### src/rtl/riscv_crypto_saes32_col_seq.sv
`default_nettype none
// ============================================================================
// riscv_crypto_saes32_col_seq
// Builds one AES round column by stepping a shared saes32 FU through bs=0..3.
// Revision: 1.0
// ============================================================================
module riscv_crypto_saes32_col_seq #(
  parameter int FU_LATENCY = 0
) (
  input  logic        g_clk,
  input  logic        g_resetn,
  input  logic        in_valid,
  output logic        in_ready,
  input  logic [1:0]  in_op,
  input  logic [31:0] in_rk,
  input  logic [31:0] in_s0,
  input  logic [31:0] in_s1,
  input  logic [31:0] in_s2,
  input  logic [31:0] in_s3,
  input  logic        flush,
  output logic        out_valid,
  input  logic        out_ready,
  output logic [31:0] out_rd,
  output logic [31:0] fu_rs1,
  output logic [31:0] fu_rs2,
  output logic [1:0]  fu_bs,
  output logic        fu_op_encs,
  output logic        fu_op_encsm,
  output logic        fu_op_decs,
  output logic        fu_op_decsm,
  input  logic [31:0] fu_rd
);

  localparam logic [1:0] c_ST_IDLE  = 2'd0;
  localparam logic [1:0] c_ST_ISSUE = 2'd1;
  localparam logic [1:0] c_ST_WAIT  = 2'd2;
  localparam logic [1:0] c_ST_DONE  = 2'd3;

  logic [1:0]  r_state;
  logic [1:0]  w_state_nxt;
  logic [31:0] r_acc;
  logic [1:0]  r_cnt;
  logic [1:0]  r_op;
  logic [31:0] r_s [4];
  logic        w_accept;
  logic        w_step;
  logic        w_fu_busy;

  assign w_accept = (r_state == c_ST_IDLE) && in_valid && !flush;
  // The FU result is folded into the accumulator in ISSUE for a
  // combinational FU, or one cycle later in WAIT for a registered one.
  assign w_step   = !flush &&
                    (((r_state == c_ST_ISSUE) && (FU_LATENCY == 0)) ||
                     (r_state == c_ST_WAIT));

  always_ff @(posedge g_clk or negedge g_resetn) begin
    if (!g_resetn) begin
      r_state <= c_ST_IDLE;
    end else begin
      r_state <= w_state_nxt;
    end
  end

  always_ff @(posedge g_clk or negedge g_resetn) begin
    if (!g_resetn) begin
      r_acc <= 32'h0;
      r_cnt <= 2'd0;
      r_op  <= 2'd0;
      for (int i = 0; i < 4; i++) begin
        r_s[i] <= 32'h0;
      end
    end else if (w_accept) begin
      r_acc  <= in_rk;
      r_cnt  <= 2'd0;
      r_op   <= in_op;
      r_s[0] <= in_s0;
      r_s[1] <= in_s1;
      r_s[2] <= in_s2;
      r_s[3] <= in_s3;
    end else if (w_step) begin
      r_acc <= fu_rd;
      if (r_cnt != 2'd3) begin
        r_cnt <= r_cnt + 2'd1;
      end
    end
  end

  always_comb begin
    w_state_nxt = r_state;
    if (flush) begin
      w_state_nxt = c_ST_IDLE;
    end else begin
      case (r_state)
        c_ST_IDLE: begin
          if (in_valid) w_state_nxt = c_ST_ISSUE;
        end
        c_ST_ISSUE: begin
          if (FU_LATENCY != 0)     w_state_nxt = c_ST_WAIT;
          else if (r_cnt == 2'd3)  w_state_nxt = c_ST_DONE;
        end
        c_ST_WAIT: begin
          w_state_nxt = (r_cnt == 2'd3) ? c_ST_DONE : c_ST_ISSUE;
        end
        c_ST_DONE: begin
          if (out_ready) w_state_nxt = c_ST_IDLE;
        end
        default: w_state_nxt = c_ST_IDLE;
      endcase
    end
  end

  always_comb begin
    w_fu_busy   = (r_state == c_ST_ISSUE) || (r_state == c_ST_WAIT);
    in_ready    = (r_state == c_ST_IDLE);
    out_valid   = (r_state == c_ST_DONE);
    out_rd      = out_valid ? r_acc : 32'h0;
    fu_rs1      = 32'h0;
    fu_rs2      = 32'h0;
    fu_bs       = 2'd0;
    fu_op_encs  = 1'b0;
    fu_op_encsm = 1'b0;
    fu_op_decs  = 1'b0;
    fu_op_decsm = 1'b0;
    if (w_fu_busy) begin
      fu_rs1      = r_acc;
      fu_rs2      = r_s[r_cnt];
      fu_bs       = r_cnt;
      fu_op_encs  = (r_op == 2'd0);
      fu_op_encsm = (r_op == 2'd1);
      fu_op_decs  = (r_op == 2'd2);
      fu_op_decsm = (r_op == 2'd3);
    end
  end

endmodule
`default_nettype wire

### config.mk
export PLATFORM = sky130hd
export DESIGN_NAME = riscv_crypto_saes32_col_seq
export DESIGN_NICKNAME = d
export VERILOG_FILES = /design/src/rtl/riscv_crypto_saes32_col_seq.sv
export SDC_FILE = /design/constraint.sdc
export NUM_CORES = 1
export LEC_CHECK = 0
export BUFFER_PORTS_ARGS = -buffer_cell sky130_fd_sc_hd__buf_2
export CAP_MARGIN = 10
export CORE_ASPECT_RATIO = 1.2
export CORE_MARGIN = 1.5
export CORE_UTILIZATION = 45
export CTS_BUF_LIST = sky130_fd_sc_hd__clkbuf_16
export DETAILED_ROUTE_END_ITERATION = 16
export GPL_ROUTABILITY_DRIVEN = 0
export GPL_TIMING_DRIVEN = 1
export PLACE_DENSITY = 0.84
export SKIP_LAST_GASP = 1
export SYNTH_ARGS = -nofsm -noshare
export SYNTH_HDL_FRONTEND = slang
export SYNTH_SLANG_ARGS = --single-unit
### constraint.sdc
create_clock -name g_clk -period 2.2 [get_ports g_clk]
set_input_delay 0.22 -clock g_clk [delete_from_list [all_inputs] [get_ports g_clk]]
set_output_delay 0.22 -clock g_clk [all_outputs]
set_load 0.01 [all_outputs]
==> metrics.md <==
| Metric | Value |
|---|---|
| Crit Path Max Fanout | `16` |
| Largest net degree at the start of global routing | `63` |
| Sequential fraction of the synthesis area | `49.2%` |
| Non-filler instance count after layout | `1136` |
| Maximum clock rate | `464 MHz` |
| Actual slew at the worst max-slew pin | `0.597 ns` |
| Sequential Power Share | `34.6%` |
| Drt pass-1 iters | `4` |
| Overflow after GRT | `0` |
| Filler cells | `1507` |
| Part of the cycle the worst path needs | `98.0%` |
| Row cnt | `54` |
| DRT antenna net count | `0` |
| Initial Utilization | `46.1%` |
| R2r setup slk | `0.35 ns` |
| Initial DRC count | `193` |
| Switching Share | `32.7%` |
| Max-Cap Viols | `0` |
| Relative slew margins | `59.2%` |
| Synthesized area per cell | `14.9 um^2` |
| #FFs+latches synth | `166` |
| WP data required | `1.98 ns` |
| Core area | `0.0183 mm^2` |
| Total track usage | `21.5%` |
| CTS sink count | `166` |
| Met2 wire len | `10.6 mm` |
| Leak | `5.47 nW` |
| Vias in the first global route | `6299` |
| CTS Buf Count | `17` |
| Area leader, netlist | `dfrtp_1` |
| Nets | `1075` |
| Reg area | `0.00416 mm^2` |
| Die height | `153 um` |
| Vias post-DR | `5776` |
| CP arrival | `1.94 ns` |
| CTS clk-pin slew, worst paths | `0.07 ns` |
| Status | `completed` |
| Synth cell types | `29` |
| Number of antenna violations at the first check in global routing | `1` |
| Layout overhead on the synthesized area | `29.1%` |
| HP Class | `in -> reg` |
| DR vias/cell | `5.08` |
| DR WL met3 | `1.29 mm` |
| Final wirelength | `20.8 mm` |
| Hold Path Depth | `2` |
| Post-synth design cell area | `0.00844 mm^2` |
| Synth top area share | `49.2%` |
| Post-synth net total | `773` |
| Layout cells sized above 1 | `64.6%` |
| H-tree depth | `4` |
| Power share of the combinational group | `46.2%` |
| Max-slew violations | `0` |
| IR drop worst, VDD | `0.000760 V` |
| DR top layer | `met4` |
| Final hold vios | `0` |
| Skew final | `0.00936 ns` |
| DP Worst Slack | `0.321 ns` |
| Min setup slack post-route | `0.0433 ns` |
| Synth top area cells | `dfrtp_1 49%, mux2_4 14%, and2_1 7.3%` |
| Post-placement cell count | `1101` |
| Clk buf depth | `2` |
| Power Density | `1470 mW/mm^2` |
| First-pass GRT wire length | `32.5 mm` |
| Minimum clock period | `2.16 ns` |
| YS warnings | `0` |
| Port Buffers | `302` |
| Clock power share | `19.2%` |
| Die area | `0.0196 mm^2` |
| Root Driver | `clkbuf_16` |
| Worst hold start | `in_s2[16]` |
| Post-Syn Instances | `568` |
| Internal power | `10.8 mW` |
| Routed length on met1 | `8.39 mm` |
| Final hold slack | `0.0328 ns` |
| HPWL Detailed | `14.9 mm` |
| Clk_lat worst skew | `0.41 ns` |
| Reg2Reg Launch Point | `r_state[0]$_DFFE_PN0P_` |
| Startpoint types | `flip-flop` |
| Final core occ | `59.5%` |
| Crit end category | `output port` |
| # DRC | `0` |
| Final setup fails | `0` |
| DIE WIDTH | `128 um` |
| IO Pins | `303` |
| WHS Endpoint | `r_s[48]$_DFFE_PN0P_` |
| WL per Instance | `18.3 um` |
| Reg-to-reg endpoint | `r_s[95]$_DFFE_PN0P_` |
| CTS tree | `yes` |
| Total power | `16.1 mW` |
| Reg2Reg Depth | `6` |
| Crit Path Class | `reg -> out` |
| RSZ-0062 raised after global routing | `true` |
| Switching power | `5.26 mW` |
| Multi-input gate area | `0.00399 mm^2` |
-- cell families after synthesis --
kind of cell	synth area share, %
XOR/XNOR	0.104
adder cells (fa/ha/maj)	0.889
buffers and inverters	3.69
AO/OA/AOI/OAI	4.53
AND/OR/NAND/NOR	11.0
multiplexers	30.6
flip-flops	49.2
-- flip-flops by register name (all words and copies together) (netlist names) --
name	flops
r_cnt	2
r_state	2
r_op	2
r_s	128
r_acc	32
-- layout by cell type (no fill, tap or decap), types with 4 or more instances in the layout --
master / synthesis / layout
dfrtp_1: 166 / 162
mux4_2: 12 / 13
o221a_2: 32 / 32
buf_12: 3 / 8
clkinv_2: 0 / 4
mux4_1: 20 / 19
or2_2: 33 / 33
clkbuf_16: 0 / 17
mux2_4: 80 / 80
buf_2: 9 / 301
buf_4: 2 / 14
nor2_1: 6 / 5
inv_6: 0 / 5
and2_1: 98 / 98
ha_1: 6 / 5
mux2_2: 50 / 50
dfrtp_2: 0 / 4
-- synthesized netlist by cell type --
cell type / count
dfrtp_1: 166
and2_1: 98
mux2_4: 80
mux2_2: 50
or2_2: 33
o221a_2: 32
mux4_1: 20
clkbuf_1: 19
mux4_2: 12
buf_6: 10
buf_2: 9
ha_1: 6
nor2_1: 6
buf_12: 3
nor2b_1: 3
buf_4: 2
inv_1: 2
mux2i_1: 2
nand2_1: 2
nand2b_1: 2
nand3b_1: 2
nor3b_1: 2
a2111oi_0: 1
a21oi_1: 1
and3_1: 1
and3b_1: 1
nor3_1: 1
o2bb2ai_1: 1
xnor2_1: 1
-- area by class of cell --
class / instances / share of cell area [%]
Multi-Input combinational cell: 357 / 36.6
Inverter: 2 / 0.0689
Tap cell: 252 / 2.89
Timing Repair Buffer: 326 / 16.7
Clock inverter: 15 / 1.62
Clock buffer: 17 / 3.90
Antenna cell: 1 / 0.0230
Sequential cell: 166 / 38.2
-- metrics by stage --
step           cell area (um^2)  setup TNS, ns
2_1_floorplan              8440              0
3_3_place_gp              10200              0
3_5_place_dp              10200              0
4_1_cts                   10900        -0.0268
5_1_grt                   10900        -0.0802
6_report                  10900              0
-- repair_timing --
| action | 4_1_cts | 5_1_grt |
|---|---|---|
| hold endpoints to repair | 48 | 0 |
| setup buffers | 0 | 0 |
| resized for setup | 2 | 2 |
| hold buffers | 1 | 0 |
| setup endpoints to repair | 4 | 30 |
| cloned | 1 | 0 |
-- worst max-delay path, cell delays in order, from the launching register on --
cell and delay [ns]:
dfrtp_2 0.41, buf_12 0.19, mux4_2 0.55, and2_1 0.22, buf_2 0.15
-- worst max path at each step --
stage	slack, ns	start	to
2_1_floorplan	0.51	r_state[0]$_DFFE_PN0P_	r_s[100]$_DFFE_PN0P_
3_3_place_gp	0.31	r_cnt[0]$_DFFE_PN0P_	fu_rs2[16]
6_report	0.04	r_cnt[0]$_DFFE_PN0P_	fu_rs2[16]
3_5_place_dp	0.32	r_state[1]$_DFFE_PN0P_	r_s[95]$_DFFE_PN0P_
4_1_cts	-0.03	r_cnt[0]$_DFFE_PN0P_	fu_rs2[16]
5_1_grt	-0.03	r_cnt[0]$_DFFE_PN0P_	fu_rs2[27]
-- power by group through the flow --
stage	Combinational [mW]	Clock, mW	Sequential (mW)
final	7.43	3.08	5.56
after global routing	8.01	3.27	5.75
after CTS	7.52	3.16	5.54
after detailed placement	7.30	0	5.56
after global placement	7.09	0	5.48
after floorplan	5.30	0	5.18
-- metal layers --
layer | vias up | GRT usage [%]
li1 | 2663 | -
met2 | 217 | 37.7
met3 | 30 | 5.85
met5 | - | 0
met4 | 0 | 6.80
met1 | 2866 | 25.4
No activity file was read; power rests on OpenSTA's default activity.
